`config.mk`:
```
export PLATFORM = sky130hd
export DESIGN_NAME = mem_step_sequencer
export DESIGN_NICKNAME = d
export VERILOG_FILES = /design/src/rtl/memseq_pkg.sv /design/src/rtl/memseq_wait_ctr.sv /design/src/rtl/mem_step_sequencer.sv
export SDC_FILE = /design/constraint.sdc
export NUM_CORES = 1
export LEC_CHECK = 0
export CAP_MARGIN = 20
export CORE_MARGIN = 2
export CORE_UTILIZATION = 35
export CTS_CLUSTER_SIZE = 8
export DETAILED_ROUTE_END_ITERATION = 10
export HOLD_SLACK_MARGIN = 0.06
export PLACE_DENSITY = 0.81
export SYNTH_ARGS = -nofsm -noshare
export SYNTH_HDL_FRONTEND = slang
export SYNTH_HIERARCHICAL = 1
export SYNTH_SLANG_ARGS = --single-unit
```
`constraint.sdc`:
```
create_clock -name clk -period 1.4 [get_ports clk]
set_input_delay 0.21 -clock clk [delete_from_list [all_inputs] [get_ports clk]]
set_output_delay 0.21 -clock clk [all_outputs]
set_load 0.03 [all_outputs]
```
`src/rtl/memseq_pkg.sv`:
```
// Shared types for the one-bus CPU control-step sequencer: state codes
// (which double as the visible step number), opcode defaults, the decoded
// operation class and the bundle of datapath enables.
package memseq_pkg;

   // Step codes are the state encoding itself, so `step` is the state register.
   typedef enum logic [3:0] {
      S_IDLE = 4'd0,
      S_T0   = 4'd1,
      S_T1   = 4'd2,
      S_T2   = 4'd3,
      S_T3   = 4'd4,
      S_T4   = 4'd5,
      S_T5   = 4'd6,
      S_T6   = 4'd7,
      S_T7   = 4'd8
   } state_e;

   typedef enum logic [1:0] {
      OPC_LD      = 2'd0,
      OPC_LDI     = 2'd1,
      OPC_ST      = 2'd2,
      OPC_ILLEGAL = 2'd3
   } op_class_e;

   localparam int unsigned OPCODE_W_DEF = 5;
   localparam logic [4:0]  OP_LD_DEF    = 5'b00000;
   localparam logic [4:0]  OP_LDI_DEF   = 5'b00001;
   localparam logic [4:0]  OP_ST_DEF    = 5'b00010;

   // One bit per datapath enable, in the order the ports are listed.
   typedef struct packed {
      logic pc_out;
      logic mar_in;
      logic inc_pc;
      logic z_in;
      logic zlow_out;
      logic pc_in;
      logic mdr_in;
      logic mem_read;
      logic mdr_out;
      logic ir_in;
      logic gra;
      logic grb;
      logic ba_out;
      logic y_in;
      logic c_out;
      logic r_in;
      logic r_out;
      logic mem_write;
   } dp_en_t;

   // Steps that stall on mem_ready: instruction fetch, LD data read, ST write.
   function automatic logic is_wait_step(input state_e s, input op_class_e op);
      return (s == S_T1) || ((s == S_T6) && (op == OPC_LD)) ||
             ((s == S_T7) && (op == OPC_ST));
   endfunction

endpackage

```
`src/rtl/memseq_wait_ctr.sv`:
```
// Memory wait-state counter. Counts consecutive stalled cycles in a wait
// step; `expired` flags the stalled cycle that reaches TIMEOUT so the
// sequencer can abandon the access on that same edge.
module memseq_wait_ctr #(
   parameter int unsigned TIMEOUT = 15
) (
   input  logic clk,
   input  logic rst_n,
   input  logic clr_cnt,
   input  logic inc,
   output logic expired
);

   // Holds 0..TIMEOUT-1; the count never passes the limit because expiry
   // always changes step, which clears it.
   localparam int unsigned CW = (TIMEOUT < 2) ? 1 : $clog2(TIMEOUT);

   logic [CW-1:0] cnt_q;
   logic [CW-1:0] cnt_d;

   assign expired = inc && (cnt_q == CW'(TIMEOUT - 1));

   // Next count: a step change wins over a stall.
   always_comb begin
      cnt_d = cnt_q;
      if (clr_cnt) begin
         cnt_d = '0;
      end else if (inc) begin
         cnt_d = cnt_q + CW'(1);
      end
   end

   // Count register.
   always_ff @(posedge clk or negedge rst_n) begin
      if (!rst_n) begin
         cnt_q <= '0;
      end else begin
         cnt_q <= cnt_d;
      end
   end

endmodule

```
`src/rtl/mem_step_sequencer.sv`:
```
// Hardwired control-step sequencer for the one-bus CPU: fetch, decode and
// the ld / ldi / st execute steps, with memory wait states on mem_ready.
// Optional feature macro: MEMSEQ_TIMEOUT_EN (bounded memory waits with a
// timeout_err pulse; without it waits are unbounded and timeout_err is 0).
//
// Memory handshake: in a wait step (T1 fetch, T6 for LD, T7 for ST) the
// Read/Write enable is held steady by the state; the step completes on the
// first rising edge where mem_ready=1. mem_ready is ignored in every other step.
module mem_step_sequencer
   import memseq_pkg::*;
#(
   parameter int unsigned          OPCODE_W = OPCODE_W_DEF,
   parameter logic [OPCODE_W-1:0]  OP_LD    = OPCODE_W'(OP_LD_DEF),
   parameter logic [OPCODE_W-1:0]  OP_LDI   = OPCODE_W'(OP_LDI_DEF),
   parameter logic [OPCODE_W-1:0]  OP_ST    = OPCODE_W'(OP_ST_DEF),
   parameter int unsigned          TIMEOUT  = 15
) (
   input  logic                clk,
   input  logic                clr,
   input  logic                start,
   input  logic [OPCODE_W-1:0] ir_opcode,
   input  logic                mem_ready,
   output logic                busy,
   output logic                done,
   output logic                illegal,
   output logic                timeout_err,
   output logic [3:0]          step,
   output logic                PCout,
   output logic                MARin,
   output logic                IncPC,
   output logic                Zin,
   output logic                ZLowout,
   output logic                PCin,
   output logic                MDRin,
   output logic                Read,
   output logic                MDRout,
   output logic                IRin,
   output logic                Gra,
   output logic                Grb,
   output logic                BAout,
   output logic                Yin,
   output logic                Cout,
   output logic                Rin,
   output logic                Rout,
   output logic                Write
);

   if (TIMEOUT < 1) begin : g_bad_timeout
      $error("mem_step_sequencer: TIMEOUT must be at least 1");
   end

   state_e    state_q, state_d;
   op_class_e op_q, op_d;
   logic      done_q, done_d;
   logic      illegal_q, illegal_d;
   logic      tmo_q, tmo_d;
   op_class_e cur_class;
   logic      expired;
   dp_en_t    en;

   // Classify the opcode currently presented by the IR (meaningful from T3).
   always_comb begin
      cur_class = OPC_ILLEGAL;
      if (ir_opcode == OP_LD) begin
         cur_class = OPC_LD;
      end else if (ir_opcode == OP_LDI) begin
         cur_class = OPC_LDI;
      end else if (ir_opcode == OP_ST) begin
         cur_class = OPC_ST;
      end
   end

`ifdef MEMSEQ_TIMEOUT_EN
   logic in_stall;
   assign in_stall = is_wait_step(state_q, op_q) && !mem_ready;

   memseq_wait_ctr #(
      .TIMEOUT (TIMEOUT)
   ) u_wait_ctr (
      .clk     (clk),
      .rst_n   (clr),
      .clr_cnt (state_d != state_q),
      .inc     (in_stall),
      .expired (expired)
   );
`else
   assign expired = 1'b0;
`endif

   // Next-state and completion pulses; mem_ready=1 beats expiry in the same cycle.
   always_comb begin
      state_d   = state_q;
      op_d      = op_q;
      done_d    = 1'b0;
      illegal_d = 1'b0;
      tmo_d     = 1'b0;
      unique case (state_q)
         S_IDLE: if (start) state_d = S_T0;
         S_T0:   state_d = S_T1;
         S_T1: begin
            if (mem_ready) begin
               state_d = S_T2;
            end else if (expired) begin
               state_d = S_IDLE;
               tmo_d   = 1'b1;
            end
         end
         S_T2:   state_d = S_T3;
         S_T3: begin
            // Latch the class so later IR changes cannot redirect the path.
            op_d = cur_class;
            if (cur_class == OPC_ILLEGAL) begin
               state_d   = S_IDLE;
               illegal_d = 1'b1;
            end else begin
               state_d = S_T4;
            end
         end
         S_T4:   state_d = S_T5;
         S_T5: begin
            if (op_q == OPC_LDI) begin
               state_d = S_IDLE;
               done_d  = 1'b1;
            end else begin
               state_d = S_T6;
            end
         end
         S_T6: begin
            if ((op_q == OPC_LD) && !mem_ready) begin
               if (expired) begin
                  state_d = S_IDLE;
                  tmo_d   = 1'b1;
               end
            end else begin
               state_d = S_T7;
            end
         end
         S_T7: begin
            if ((op_q == OPC_ST) && !mem_ready) begin
               if (expired) begin
                  state_d = S_IDLE;
                  tmo_d   = 1'b1;
               end
            end else begin
               state_d = S_IDLE;
               done_d  = 1'b1;
            end
         end
         default: state_d = S_IDLE;
      endcase
   end

   // State, latched operation class and one-cycle status pulses.
   always_ff @(posedge clk or negedge clr) begin
      if (!clr) begin
         state_q   <= S_IDLE;
         op_q      <= OPC_LD;
         done_q    <= 1'b0;
         illegal_q <= 1'b0;
         tmo_q     <= 1'b0;
      end else begin
         state_q   <= state_d;
         op_q      <= op_d;
         done_q    <= done_d;
         illegal_q <= illegal_d;
         tmo_q     <= tmo_d;
      end
   end

   // Datapath enables per step. T3 looks at the live opcode (the IR is loaded
   // at the end of T2) so an illegal opcode drives nothing; later steps use
   // the latched class.
   always_comb begin
      en = '0;
      unique case (state_q)
         S_T0: begin
            en.pc_out = 1'b1; en.mar_in = 1'b1; en.inc_pc = 1'b1; en.z_in = 1'b1;
         end
         S_T1: begin
            en.zlow_out = 1'b1; en.pc_in = 1'b1; en.mdr_in = 1'b1; en.mem_read = 1'b1;
         end
         S_T2: begin
            en.mdr_out = 1'b1; en.ir_in = 1'b1;
         end
         S_T3: begin
            if (cur_class != OPC_ILLEGAL) begin
               en.grb = 1'b1; en.ba_out = 1'b1; en.y_in = 1'b1;
            end
         end
         S_T4: begin
            en.c_out = 1'b1; en.z_in = 1'b1;
         end
         S_T5: begin
            en.zlow_out = 1'b1;
            if (op_q == OPC_LDI) begin
               en.gra = 1'b1; en.r_in = 1'b1;
            end else begin
               en.mar_in = 1'b1;
            end
         end
         S_T6: begin
            en.mdr_in = 1'b1;
            if (op_q == OPC_LD) begin
               en.mem_read = 1'b1;
            end else begin
               en.gra = 1'b1; en.r_out = 1'b1;
            end
         end
         S_T7: begin
            en.mdr_out = 1'b1;
            if (op_q == OPC_ST) begin
               en.mem_write = 1'b1;
            end else begin
               en.gra = 1'b1; en.r_in = 1'b1;
            end
         end
         default: en = '0;
      endcase
   end

   assign busy        = (state_q != S_IDLE);
   assign step        = state_q;
   assign done        = done_q;
   assign illegal     = illegal_q;
   assign timeout_err = tmo_q;

   assign PCout   = en.pc_out;
   assign MARin   = en.mar_in;
   assign IncPC   = en.inc_pc;
   assign Zin     = en.z_in;
   assign ZLowout = en.zlow_out;
   assign PCin    = en.pc_in;
   assign MDRin   = en.mdr_in;
   assign Read    = en.mem_read;
   assign MDRout  = en.mdr_out;
   assign IRin    = en.ir_in;
   assign Gra     = en.gra;
   assign Grb     = en.grb;
   assign BAout   = en.ba_out;
   assign Yin     = en.y_in;
   assign Cout    = en.c_out;
   assign Rin     = en.r_in;
   assign Rout    = en.r_out;
   assign Write   = en.mem_write;

endmodule
```
==> summary.txt <==
Worst setup path
  – Crit start category: flip-flop
  – Reg2Reg Setup Slack: -360 ps
  – CP endpoint kind: output port
  – CP Class: reg2out
  – Crit-path max FO: 5
  – Crit path DAT: 1660 ps
  – CP required: 1190 ps

Timing
  – Period minus WS final: 1870 ps
  – Setup Viol. Count Final: 24
  – Worst Hold Slack: 225 ps
  – FMAX: 0.535 GHz
  – Setup ws final: -469 ps
  – RSZ-0062 raised after global routing: true
  – Fin. max-slew vios: 0
  – Period utilization: 1.33
  – Worst Clk Skew: 14.5 ps
  – Final hold vios: 0

Drt
  – Initial DRC count: 40
  – Via count: 1112
  – DRT Pass-1 Iters: 4
  – DRT Wirelength: 4.37 mm
  – DRC errors left: 0
  – Post-route ant nets: 0
  – Wire per inst: 23.0 um
  – Routed vias/inst: 5.85

Power and ir drop
  – Combinational power share: 0.860
  – Internal: 2.36 mW
  – Net Sw Frac: 0.491
  – Clock power share: 0.047
  – Leakage: 0.789 nW
  – VDD IR max: 0.00196 V
  – Net Sw Power: 2.28 mW
  – Power per cell area: 2570 mW/mm^2
  – Reg power frac: 0.093

Clocking
  – CTS sink cnt: 8
  – Clock Latency Late Sink: 280 ps
  – Clk Tree Root Cell: clkbuf_4
  – CTS Hold Bufs: 0
  – Clock buffer count from CTS: 3
  – CTS tree: done
  – CTS clk-pin slew, worst paths: 80 ps
  – H-tree levels: 1
  – Clock Tree Buf Depth: 2

Synthesis
  – Cell taking the most area after synthesis: dfrtp_1
  – Most numerous cell in the Yosys netlist: nor2_1
  – Synth top area cells: dfrtp_1 (28%), nor2_1 (9.0%), buf_4 (6.3%)
  – Syn avg cell area: 7.99 sq um
  – Post-synth EDFFs: 0
  – Ys flop type: dfrtp_1
  – Synth cell types: 35
  – Mapped cell area: 711 sq um
  – Synth warn: 6
  – Post-synthesis sequential area ratio: 0.282
  – Post-synthesis register bit count: 8
  – Synth cell count leaders: nor2_1 (17), dfrtp_1 (8), buf_4 (6)
  – Syn Nets: 98
  – Mapped Cells: 89
  – Share of the synthesized area in the top cell type: 0.282
  – Async S/R FF share, synth: 1.00

Floorplanning
  – Core footprint: 0.00194 sq mm
  – Die height: 49.1 um
  – Die ar.: 0.00241 sq mm
  – Die X-Extent: 49.1 um
  – Row cnt: 16
  – Initial core utilization: 0.366
  – Boundary pin count: 35

Outcome
  – Violated checks: setup timing
  – Status: finished, violations left

Cells and area
  – # diodes: 0
  – Area growth syn-to-layout: 154%
  – Proportion of layout cells with a drive suffix above 1: 0.742
  – Post-layout util: 0.930
  – Nets@finish: 173

Placed design
  – PortBufs: 33
  – Routability Congestion: 0.824
  – HPWL after DPL: 1.63 mm

Global routing
  – First-pass GRT wire length: 5.44 mm
  – Vias in the first global route: 1050
  – Initial antenna violation count: 0
  – GRT overflow: 0
  – Pin count of the biggest net entering global routing: 9
  – Total global-route track usage: 0.313

Worst hold path
  – Hold Path Class: in2async

Job
  – Max_cap viols: 0
power by group through the flow:
stage	combinational (mW)	clock, mW	sequential [mW]
final	3.99	0.218	0.433
after global routing	4.09	0.233	0.436
after detailed placement	2.32	0	0.378
after CTS	3.28	0.202	0.419
after floorplan	1.55	0	0.519
after global placement	2.28	0	0.376
routing by layer:
metal  GRT usage  up-vias  wire [um]
li1            -      457          -
met1       0.339      554       1540
met2       0.554       71       2240
met3      0.0767       30        330
met4       0.171        0        255
met5           0        -          0
stage by stage:
stage | instances | area, sq um | power, mW | setup slack (ps) | TNS (ps)
after floorplan | 89 | 850 | 2.06 | -226 | -1860
after global placement | 159 | 1210 | 2.66 | -304 | -2310
after detailed placement | 159 | 1210 | 2.70 | -309 | -2580
after CTS | 184 | 1630 | 3.90 | -296 | -4380
after global routing | 190 | 1810 | 4.76 | -511 | -7630
final | 190 | 1810 | 4.64 | -469 | -6820
area by class of cell:
cell class              instances  area (sq um)
clock buffers                   4          26.3
well taps                      27          33.8
repair buffers                 81           862
flip-flops and latches          8           205
multi-input cells              67           656
fillers                        56           135
inverters                       3          23.8
worst paths after layout:
check,cells after the start,start,to
setup / recovery,6,op_q[0],MARin
hold / removal,1,clr,op_q[1]
setup reg to reg,8,step[3],step[0]
hold reg to reg,2,step[3],step[2]
max in group asynchronous,1,clr,step[3]
min in group clk,2,step[3],step[2]
flip-flops by register name, indices dropped and copies added (netlist names):
name / count
step: 4
op_q: 2
done: 1
illegal: 1
placed cells by master, fill, tap and decap left out, drive strengths merged, types with 2 or more instances in the layout:
cell,instances
a21o,2
dfrtp,8
a31oi,2
dlygate4sd2,2
nand3,3
nor2,17
nor3,4
nand2b,5
inv,2
nand2,5
nor2b,4
buf,71
clkdlybuf4s50,8
nor4,5
a21oi,4
clkbuf,4
critical path, cell delays in order, from the launching register on:
cell and delay [ps]:
dfrtp_1 450, and2b_2 260, buf_4 170, nor2_1 140, a22oi_1 100, nor2_2 100
buf_4 170
logic make-up after synthesis:
kind of cell           synth area share
AND/OR/NAND/NOR                   0.400
buffers and inverters             0.121
other                           0.00528
flip-flops                        0.282
AO/OA/AOI/OAI                     0.192
repair_timing:
action	4_1_cts	5_1_grt
resized for setup	56	34
endpoints found under the setup margin	25	27
gates cloned	1	0
pin swaps	13	16
setup buffers	20	10
No activity file was read; power rests on OpenSTA's default activity.
==> edit 1, RTL diff (same flow settings) <==
The option `MEMSEQ_TIMEOUT_EN` is turned on by a define.
--- a/src/rtl/mem_step_sequencer.sv
+++ b/src/rtl/mem_step_sequencer.sv
@@ -8,2 +8,4 @@
 // first rising edge where mem_ready=1. mem_ready is ignored in every other step.
+`define MEMSEQ_TIMEOUT_EN
+
 module mem_step_sequencer
Formal check against the unedited RTL: same outputs for any inputs over 10 cycles, from zero or initial values; that may be too few to reach the edited logic, so the function may still have changed.
==> edit 1 against the original RTL <==
The flow still finishes with violations (setup timing); first-iteration DRC count increased by 13%; die area increased by 32%; area after synthesis increased by 35%; total power decreased by 12%; sequential cell count increased by 5; wire length decreased by 8.1%; worst setup slack got worse by 0.72 ns; via count increased by 16%; design area increased by 17%; register-to-register slack got worse by 0.83 ns; critical path depth increased by 3; synthesized cell count increased by 30%; sequential share of layout area increased by 4.2 points.
==> edit 1: results (changes against the original RTL) <==
stage;metric;value;unit;change
status;outcome;complete, but fails checks;;
cts;Post-CTS Setup Inserts;14;;-30%
route;final WL;4.01;mm;-8.1%
timing;Post-Route Skew;0.0117;ns;-0.00284 ns
route;drt initial violations;45;;+13%
route;DR vias/cell;5.62;;-3.9%
power_and_ir_drop;P_sw;1.90;mW;-17%
final_layout;Multi-In Gates;88;;+31%
final_layout;Layout fillers;142;;+150%
worst_setup_path;reg2reg start;step[1];;
global_route;GRT Util Overall;21.8;%;-9.5 points
final_layout;nets;212;;+23%
cts;cts repair resizes;64;;+14%
cts;CTS sink count;13;;+5
synthesis;compound-cell area share of the yosys netlist;19.2;%;+0.026 points
place;gpl congestion;0.914;;+11%
status;failing checks;setup timing;;
power_and_ir_drop;Lkg Pwr;0.987;nW;+25%
global_route;vias in the first global route;1174;;+12%
power_and_ir_drop;maximum vdd drop;1.92;mV;-2.1%
cts;clock-pin slew on the worst setup and hold paths;0.10;ns;+0.02 ns
timing;# setup viols final;32;;+33%
final_layout;multi-input gate share of total cell area;37.4;%;+1.1 points
place;hpwl dp;2.32;mm;+43%
synthesis;top post-synthesis cells by area;dfrtp_1 (34%), nor2_1 (5.9%), a21oi_1 (3.7%), o21ai_0 (3.7%), ha_1 (2.6%);;
global_route;met1 Use GR;25.5;%;-8.4 points
worst_setup_path;Crit-path slowest cell;or4b_4;;
power_and_ir_drop;combinational share of power;80.3;%;-5.7 points
timing;setup ws final;-1.19;ns;-0.717 ns
synthesis;count of cell types in the netlist;42;;+20%
final_layout;Signal buffers;89;;+9.9%
synthesis;Post-Synth XOR/XNOR Area;1.83;%;+1.8 points
route;WL per Instance;17.5;um;-24%
==> edit 1: final timing paths <==
| path | end |
|---|---|
| worst max-delay path | u_wait_ctr/cnt_q[3] |
| worst min-delay path | illegal |
| worst max register to register | u_wait_ctr/cnt_q[3] |
| worst min register to register | op_q[0] |
| max in group asynchronous | op_q[0] |
| min in group clk | op_q[1] |
==> edit 1: logic make-up (layout without fill, tap and decap cells) <==
| kind of cell | count (synthesis) | count (layout) |
|---|---|---|
| compound gates | 28 | 28 |
| fa+ha+maj | 2 | 2 |
| simple gates | 53 | 53 |
| flops | 13 | 13 |
| xor+xnor | 2 | 2 |
| buf+inv | 15 | 99 |
| mux | 3 | 3 |
==> edit 1: per-stage QoR <==
step	cell area, um2	setup TNS, ns	util [%]
finish	2120	-18.75	83.2
global route	2120	-20.35	83.2
CTS	1900	-16.99	74.5
detailed placement	1560	-11.41	61.3
global placement	1560	-10.30	61.3
floorplan	1070	-13.29	-
==> edit 2, RTL diff (config.mk and constraints unchanged) <==
Made on the original files. Re-encode `op_class_e` (4 values) as one-hot, 4 bits wide.
--- a/src/rtl/memseq_pkg.sv
+++ b/src/rtl/memseq_pkg.sv
@@ -18,7 +18,7 @@
 
-   typedef enum logic [1:0] {
-      OPC_LD      = 2'd0,
-      OPC_LDI     = 2'd1,
-      OPC_ST      = 2'd2,
-      OPC_ILLEGAL = 2'd3
+   typedef enum logic [3:0] {
+      OPC_LD      = 4'b0001,
+      OPC_LDI     = 4'b0010,
+      OPC_ST      = 4'b0100,
+      OPC_ILLEGAL = 4'b1000
    } op_class_e;
Check against the original RTL: same outputs for any inputs over 10 cycles, from zero or initial values; not proved beyond that.
==> edit 2 against the original RTL <==
The flow still finishes with violations (setup timing); non-clock buffer count grew 8; wire length shrank 23%; total power shrank 2.6%; sequential cell count grew 2; area after synthesis grew 11%; design area grew 3.3%; maximum frequency shrank 9.4%; global-route usage shrank 5.0 points; worst setup slack lost 0.19 ns.
==> edit 2: results (changes against the original RTL) <==
stage;metric;value;unit;change
cts;cts repair resizes;60;;+7.1%
cts;clock-pin slew on the worst setup and hold paths;0.07;ns;
power_and_ir_drop;maximum vdd drop;1.88;mV;-3.8%
timing;setup ws final;-0.663;ns;-0.194 ns
route;WL per Instance;16.9;um;-26%
status;failing checks;setup timing;;
global_route;first-pass GRT wire length;5.06;mm;-7.1%
timing;# setup viols final;28;;+17%
final_layout;nets;181;;+4.6%
timing;Final TNS setup;-9.20;ns;-2.38 ns
worst_setup_path;crit path from;op_q[0];;
power_and_ir_drop;sequential share of power;12.1;%;+2.8 points
synthesis;post-synthesis mux area share;3.16;%;+3.2 points
worst_setup_path;crit-path max cell delay;0.56;ns;+0.11 ns
route;drt initial violations;25;;-38%
status;outcome;complete, but fails checks;;
synthesis;syn nets;96;;-2.0%
worst_setup_path;Crit-path slowest cell;dfstp_2;;
power_and_ir_drop;switching share of power;45.4;%;-3.8 points
synthesis;compound-cell area share of the yosys netlist;18.2;%;-0.99 points
route;DR pass1 iterations;5;;+1
worst_setup_path;crit path DAT;1.85;ns;+0.19 ns
route;via count;1049;;-5.7%
global_route;met3 GRT Util;4.31;%;-3.4 points
synthesis;count of cell types in the netlist;42;;+20%
synthesis;sequential share of the synthesized area;31.8;%;+3.6 points
worst_setup_path;kind of cell adding the most delay to the critical path;flip-flops;;
place;pre-CTS WS;-0.411;ns;-0.102 ns
worst_setup_path;largest fanout on the critical path;3;;-2
cts;Clock H-tree levels;1;;unchanged
final_layout;fraction of final layout cells sized beyond drive strength 1;73.7;%;-0.55 points
synthesis;top post-synthesis cells by area;dfrtp_1 (28%), nor4b_2 (5.7%), nor2_1 (5.2%), buf_6 (4.3%), buf_4 (3.8%);;
global_route;met1 Use GR;27.9;%;-6.0 points
cts;Worst-Skew Late Latency;0.26;ns;-0.02 ns
synthesis;Post-Synth XOR/XNOR Area;1.11;%;+1.1 points
cts;Post-CTS Setup Inserts;17;;-15%
place;hpwl dp;1.95;mm;+20%
global_route;largest net degree at the start of global routing;12;;+3
synthesis;Post-synth top cells;nor2_1 (11), dfrtp_1 (9), nand2_1 (7);;
place;gpl congestion;0.780;;-5.4%
global_route;GRT Util Overall;26.3;%;-5.0 points
## edit 2: per-stage QoR
| stage | total power [mW] | cells |
|---|---|---|
| floorplan | 2.15 | 87 |
| global placement | 3.04 | 172 |
| detailed placement | 3.11 | 172 |
| CTS | 4.08 | 193 |
| global route | 4.72 | 199 |
| finish | 4.52 | 199 |
## edit 2: cell type report
class / count / area, um2
clock buffer: 4 / 26.3
fill: 112 / 304
inverter: 4 / 18.8
multi-input combinational: 64 / 672
sequential: 10 / 256
tap: 28 / 35.0
timing repair buffer: 89 / 857
## edit 2: worst paths after layout
check,to,slack [ns],depth (start not counted)
setup / recovery,Rin,-0.66,6
hold / removal,done,0.27,1
setup reg to reg,step[0],-0.50,6
hold reg to reg,op_q[0],0.66,3
max in group asynchronous,step[1],0.77,1
min in group clk,done,0.65,2
## edit 2: metal layers
layer  vias to the layer above  part of all wire (%)
li1                        474                     -
met1                       517                    37
met2                        48                    56
met4                         0                   2.3
met5                         -                     0
met3                        10                   4.5
